[config.mk]
export PLATFORM = sky130hd
export DESIGN_NAME = wishbone_mux_n
export DESIGN_NICKNAME = d
export VERILOG_FILES = /design/src/rtl/wishbone_mux_n.sv
export SDC_FILE = /design/constraint.sdc
export NUM_CORES = 1
export LEC_CHECK = 0
export BUFFER_PORTS_ARGS = -buffer_cell sky130_fd_sc_hd__buf_2
export CORE_AREA = 2 2 123 125
export CTS_CLUSTER_SIZE = 28
export DETAILED_ROUTE_END_ITERATION = 8
export DIE_AREA = 0 0 125 127
export HOLD_SLACK_MARGIN = 0.06
export PLACE_DENSITY = 0.61
export SYNTH_ARGS = -nofsm -noshare
export SYNTH_HDL_FRONTEND = slang
export SYNTH_SLANG_ARGS = --single-unit
[constraint.sdc]
create_clock -name clk_i -period 3.2 [get_ports clk_i]
set_input_delay 0.32 -clock clk_i [delete_from_list [all_inputs] [get_ports clk_i]]
set_output_delay 0.32 -clock clk_i [all_outputs]
set_load 0.01 [all_outputs]
[src/rtl/wishbone_mux_n.sv]
// wishbone_mux_n: registered Wishbone-classic 1-to-N address-decoding interconnect.
// Latency: slave strobe 1 cycle after request; master ack 1 cycle after slave ack; unmapped err after 1 cycle.
// Stall: waits for slave ack or master abort; define WB_MUX_N_TIMEOUT_EN for an error after TIMEOUT_CYCLES.
module wishbone_mux_n #(
  parameter int unsigned                NUM_SLAVES     = 4,
  parameter logic [NUM_SLAVES*32-1:0]   SLAVE_BASE     = {NUM_SLAVES{32'h0}},
  parameter logic [NUM_SLAVES*8-1:0]    SLAVE_AW       = {NUM_SLAVES{8'd2}},
  parameter int unsigned                TIMEOUT_CYCLES = 255
) (
  input  logic                       clk_i,
  input  logic                       rstn_i,
  input  logic                       wbs_cyc_i,
  input  logic                       wbs_stb_i,
  input  logic                       wbs_we_i,
  input  logic [3:0]                 wbs_sel_i,
  input  logic [31:0]                wbs_adr_i,
  input  logic [31:0]                wbs_dat_i,
  output logic                       wbs_ack_o,
  output logic                       wbs_err_o,
  output logic [31:0]                wbs_dat_o,
  output logic [NUM_SLAVES-1:0]      wbm_cyc_o,
  output logic [NUM_SLAVES-1:0]      wbm_stb_o,
  output logic                       wbm_we_o,
  output logic [3:0]                 wbm_sel_o,
  output logic [31:0]                wbm_adr_o,
  output logic [31:0]                wbm_dat_o,
  input  logic [NUM_SLAVES-1:0]      wbm_ack_i,
  input  logic [NUM_SLAVES*32-1:0]   wbm_dat_i
);

  localparam int unsigned IW = (NUM_SLAVES > 1) ? $clog2(NUM_SLAVES) : 1;
  localparam logic [NUM_SLAVES-1:0] ONE = NUM_SLAVES'(1);

  typedef enum logic [1:0] {IDLE, ACTIVE, RESP, ERR} state_t;

  state_t                 state_q;
  logic [IW-1:0]          idx_q;
  logic [NUM_SLAVES-1:0]  cyc_q;
  logic [NUM_SLAVES-1:0]  stb_q;
  logic                   we_q;
  logic [3:0]             sel_q;
  logic [31:0]            adr_q;
  logic [31:0]            dat_q;
  logic [31:0]            rdat_q;
  logic                   ack_q;
  logic                   err_q;

  logic                   hit_d;
  logic [IW-1:0]          idx_d;
  logic                   sel_ack;
  logic [31:0]            sel_rdat;
  logic                   tmo_hit;

  // Upper address bits that must equal the base for a slave window of 2^aw bytes
  function automatic logic [31:0] aw_mask(input logic [7:0] aw);
    return 32'hFFFF_FFFF << aw;
  endfunction

  // Address decode; scanning downward lets the lowest matching index win on overlap
  always_comb begin
    hit_d = 1'b0;
    idx_d = '0;
    for (int i = int'(NUM_SLAVES) - 1; i >= 0; i--) begin
      if (((wbs_adr_i ^ SLAVE_BASE[i*32 +: 32]) & aw_mask(SLAVE_AW[i*8 +: 8])) == 32'h0) begin
        hit_d = 1'b1;
        idx_d = IW'(i);
      end
    end
  end

  assign sel_ack  = wbm_ack_i[idx_q];
  assign sel_rdat = wbm_dat_i[32'(idx_q) * 32 +: 32];

`ifdef WB_MUX_N_TIMEOUT_EN
  logic [7:0] tmo_cnt_q;
  assign tmo_hit = (tmo_cnt_q == 8'(TIMEOUT_CYCLES - 1));
`else
  logic [7:0] tmo_unused;
  assign tmo_unused = 8'(TIMEOUT_CYCLES - 1);
  assign tmo_hit    = 1'b0;
`endif

  // Transfer FSM: all bus outputs are registered here
  always_ff @(posedge clk_i or negedge rstn_i) begin
    if (!rstn_i) begin
      state_q   <= IDLE;
      idx_q     <= '0;
      cyc_q     <= '0;
      stb_q     <= '0;
      we_q      <= 1'b0;
      sel_q     <= '0;
      adr_q     <= '0;
      dat_q     <= '0;
      rdat_q    <= '0;
      ack_q     <= 1'b0;
      err_q     <= 1'b0;
`ifdef WB_MUX_N_TIMEOUT_EN
      tmo_cnt_q <= '0;
`endif
    end else begin
      case (state_q)
        IDLE: begin
          if (wbs_cyc_i && wbs_stb_i) begin
            adr_q <= wbs_adr_i;
            dat_q <= wbs_dat_i;
            we_q  <= wbs_we_i;
            sel_q <= wbs_sel_i;
            idx_q <= idx_d;
            if (hit_d) begin
              cyc_q     <= ONE << idx_d;
              stb_q     <= ONE << idx_d;
              state_q   <= ACTIVE;
`ifdef WB_MUX_N_TIMEOUT_EN
              tmo_cnt_q <= '0;
`endif
            end else begin
              // Unmapped: report error next cycle, nothing is strobed
              err_q   <= 1'b1;
              rdat_q  <= '0;
              state_q <= ERR;
            end
          end
        end
        ACTIVE: begin
          if (!wbs_cyc_i) begin
            // Master abort takes priority; a same-cycle slave ack is dropped
            cyc_q   <= '0;
            stb_q   <= '0;
            state_q <= IDLE;
          end else if (sel_ack) begin
            rdat_q  <= sel_rdat;
            ack_q   <= 1'b1;
            cyc_q   <= '0;
            stb_q   <= '0;
            state_q <= RESP;
          end else if (tmo_hit) begin
            err_q   <= 1'b1;
            rdat_q  <= '0;
            cyc_q   <= '0;
            stb_q   <= '0;
            state_q <= ERR;
          end else begin
`ifdef WB_MUX_N_TIMEOUT_EN
            tmo_cnt_q <= tmo_cnt_q + 8'd1;
`endif
          end
        end
        RESP: begin
          ack_q   <= 1'b0;
          state_q <= IDLE;
        end
        ERR: begin
          err_q   <= 1'b0;
          state_q <= IDLE;
        end
        default: state_q <= IDLE;
      endcase
    end
  end

  assign wbs_ack_o = ack_q;
  assign wbs_err_o = err_q;
  assign wbs_dat_o = rdat_q;
  assign wbm_cyc_o = cyc_q;
  assign wbm_stb_o = stb_q;
  assign wbm_we_o  = we_q;
  assign wbm_sel_o = sel_q;
  assign wbm_adr_o = adr_q;
  assign wbm_dat_o = dat_q;

endmodule
==> impl_metrics.yaml <==
die:
  design.portCount: 316
  die_y_um: 127
  die_area_um2: 15900
  core-area_um2: 14400
  die_w_um: 125
  initial_core_util_pct: 28.1
  placement_rows: 44
cells_and_area:
  regArea_um2: 2650
  filler_cell_count_in_the_final_layout: 1392
  final_layout_size_suffix_gt1_share_pct: 64.6
  n_antenna_cell: 0
  multi_input_area_um2: 1290
  final_nets: 674
  area_delta_synth_final_pct: 38.5
route:
  remaining_drc_errors: 0
  detailroute.via_count: 2887
  detail_route.iter0.violations: 96
  via_per_inst: 4.39
  ant_nets: 0
  detailedRoute.firstPassIterationCount: 4
  finalWirelength_mm: 10.4
  route.detailed.wl_per_inst_um: 15.7
min_path:
  min-delay-path-class: "in2reg"
  min_from: "wbm_dat_i[21]"
placed_design:
  gpl.final_weighted_congestion: 0.768
  portBuffers: 210
  hpwl_after_detailed_placement_mm: 7.79
cts:
  clk_transition_reported_paths_ns: 0.07
  cts_tree: "done"
  tritoncts.num_buffers: 9
  clk_latency_ns: 0.34
  clockBufferDepth: 2
  cts.sinks: 106
  h-tree-depth: 3
  cts_root_buffer: "clkbuf_16"
timing:
  max_freq_mhz: 485
  grt_setup_unrepaired: "no"
  clock-skew-final_ns: 0.00609
  setup_viol: 0
  worst-slew-pin-transition_ns: 0.661
  maxSlewViolCount: 0
  maxSlewHeadroom_pct: 55.9
  fin_crit_sh_pct: 64.4
  final_report_hold_violation_count: 0
  finalSetupTns_ns: 0
  finalCriticalPeriod_ns: 2.06
synth:
  synth.cells.most_frequent: "dfrtp_1 (106), mux2_2 (69), a22o_1 (33)"
  yosys.area.top_type: "dfrtp_1"
  most_used_standard_cell_by_instance_count_after_synthesis: "dfrtp_1"
  synthesis.area_um2: 4060
  ys_dominant_reg_cell: "dfrtp_1"
  syn-instance-count: 257
  synth-warning-count: 0
  yosysSeqAreaShare_pct: 65.4
  postSynth.asyncResetShare_pct: 100
  synth_seq_cells: 106
  synth_largest_type_area_fraction_pct: 65.4
  top_cells_by_area_synth: "dfrtp_1 (65%), mux2_2 (19%), a22o_1 (7.1%), buf_4 (1.3%), nor4_2 (1.2%)"
  synth_edf_count: 0
  syn_avg_cell_area_um2: 15.8
  ys_types: 22
setup_path:
  worstPathMaxFanout: 34
  cp_num_buf_inv: 2
  worst_path_cell_trace: "or2_1 > nor2_4 > buf_4 > o32ai_4 > buf_4 > a22o_1"
  slowest_delay_ns: 0.42
  critPathTopFamily: "buffers and inverters"
  worst_setup_path_startpoint: "state_q[0]"
  critical_path_required_ns: 3.43
  critical_path.startpoint_type: "flip-flop"
  path_class: "reg2reg"
  crit_path_frequent_cell: "buf_4"
  slowest_cell_on_the_critical_path: "dfrtp_1"
  worstSetupEndpointType: "flip-flop"
  worst_r2r_startpoint: "state_q[0]"
  timing.critical_path.arrival_ns: 2.29
status:
  run_status: "finished clean"
pwr:
  peakVddDrop_mv: 0.314
  power.total_mw: 3.84
  p_leak_nw: 2.83
  power-per-cell-area_nw_per_um2: 683
grt:
  gr-usage-all-layers_pct: 13.1
  first_pass_grt_wire_length_mm: 16.0
  first_global_vias: 2977
  antenna_violations_before_repair: 0
  grt_start_max_net_pins: 58
  leftover_overflow_at_the_end_of_global_routing: 0
job:
  max-cap-violations: 0
==> cells in the final DEF, fill, tap and decap left out, drive strengths merged, types with 2 or more instances in the layout <==
master | Yosys | final
a22o | 33 | 33
buf | 17 | 215
bufinv | 0 | 2
clkbuf | 3 | 12
clkinv | 0 | 2
conb | 1 | 6
dfrtp | 106 | 106
mux2 | 69 | 69
nand2 | 5 | 5
nand2b | 3 | 3
nand4 | 2 | 2
nor2 | 4 | 4
nor4 | 7 | 7
==> power by group <==
group,internal [mW],leakage [nW],switching [mW],total [mW]
sequential,1.61,1.31,0.135,1.75
combinational,0.455,1.36,0.427,0.882
clock,0.729,0.163,0.480,1.21
==> metal layers <==
layer  vias up  routed length, µm  GRT usage [%]  part of all wire [%]
met5         -                  0              0                     0
met4         0                118           3.92                   1.1
met3        10                869           4.94                   8.4
met2       142               4720           20.0                    46
met1      1390               4650           17.4                    45
li1       1345                  -              -                     -
==> registers in the layout (all words and copies together), names as in the netlist <==
register   count
wbs_ack_o      1
wbm_dat_o     32
wbm_we_o       1
wbm_sel_o      4
wbs_dat_o     32
wbm_adr_o     32
wbs_err_o      1
wbm_stb_o      1
state_q        2
==> through the flow <==
step	cells	util, %	hold WS (ns)	instance area (µm²)	worst slack [ns]
final	658	39.0	0.190	5620	1.14
after global routing	658	39.0	0.182	5620	0.994
after CTS	658	39.0	0.172	5620	1.11
after detailed placement	641	36.6	0.398	5280	1.12
after global placement	641	36.6	0.389	5280	1.16
after floorplan	262	-	0.0244	4080	1.62
==> timing repair <==
item | in CTS | in global routing
buffers inserted | 0 | 0
endpoints found under the hold margin | 49 | 0
hold buffers | 1 | 0
gates resized for setup | 0 | 0
==> cells by family after synthesis <==
family	synth area share (%)
flops	65.4
mux	19.1
compound gates	8.42
simple gates	3.64
buf+inv	3.36
other cells	0.0924
==> cell type report <==
class | instances | area share (%)
timing repair buffer | 216 | 19.8
multi-input combinational | 135 | 23.0
inverter | 1 | 0.0668
clock inverter | 4 | 1.31
tap | 184 | 4.10
sequential | 106 | 47.2
clock buffer | 12 | 4.56
==> worst paths after layout <==
path,to,slack [ns],cells past startpoint
max,wbs_dat_o[15],1.14,6
min,wbs_dat_o[21],0.19,2
max reg2reg,wbs_dat_o[15],1.14,6
min reg2reg,wbs_err_o,0.49,2
max in group asynchronous,wbs_dat_o[23],1.89,3
min in group asynchronous,wbm_adr_o[25],0.54,2
Note: power is estimated with default switching activity, not from simulation.
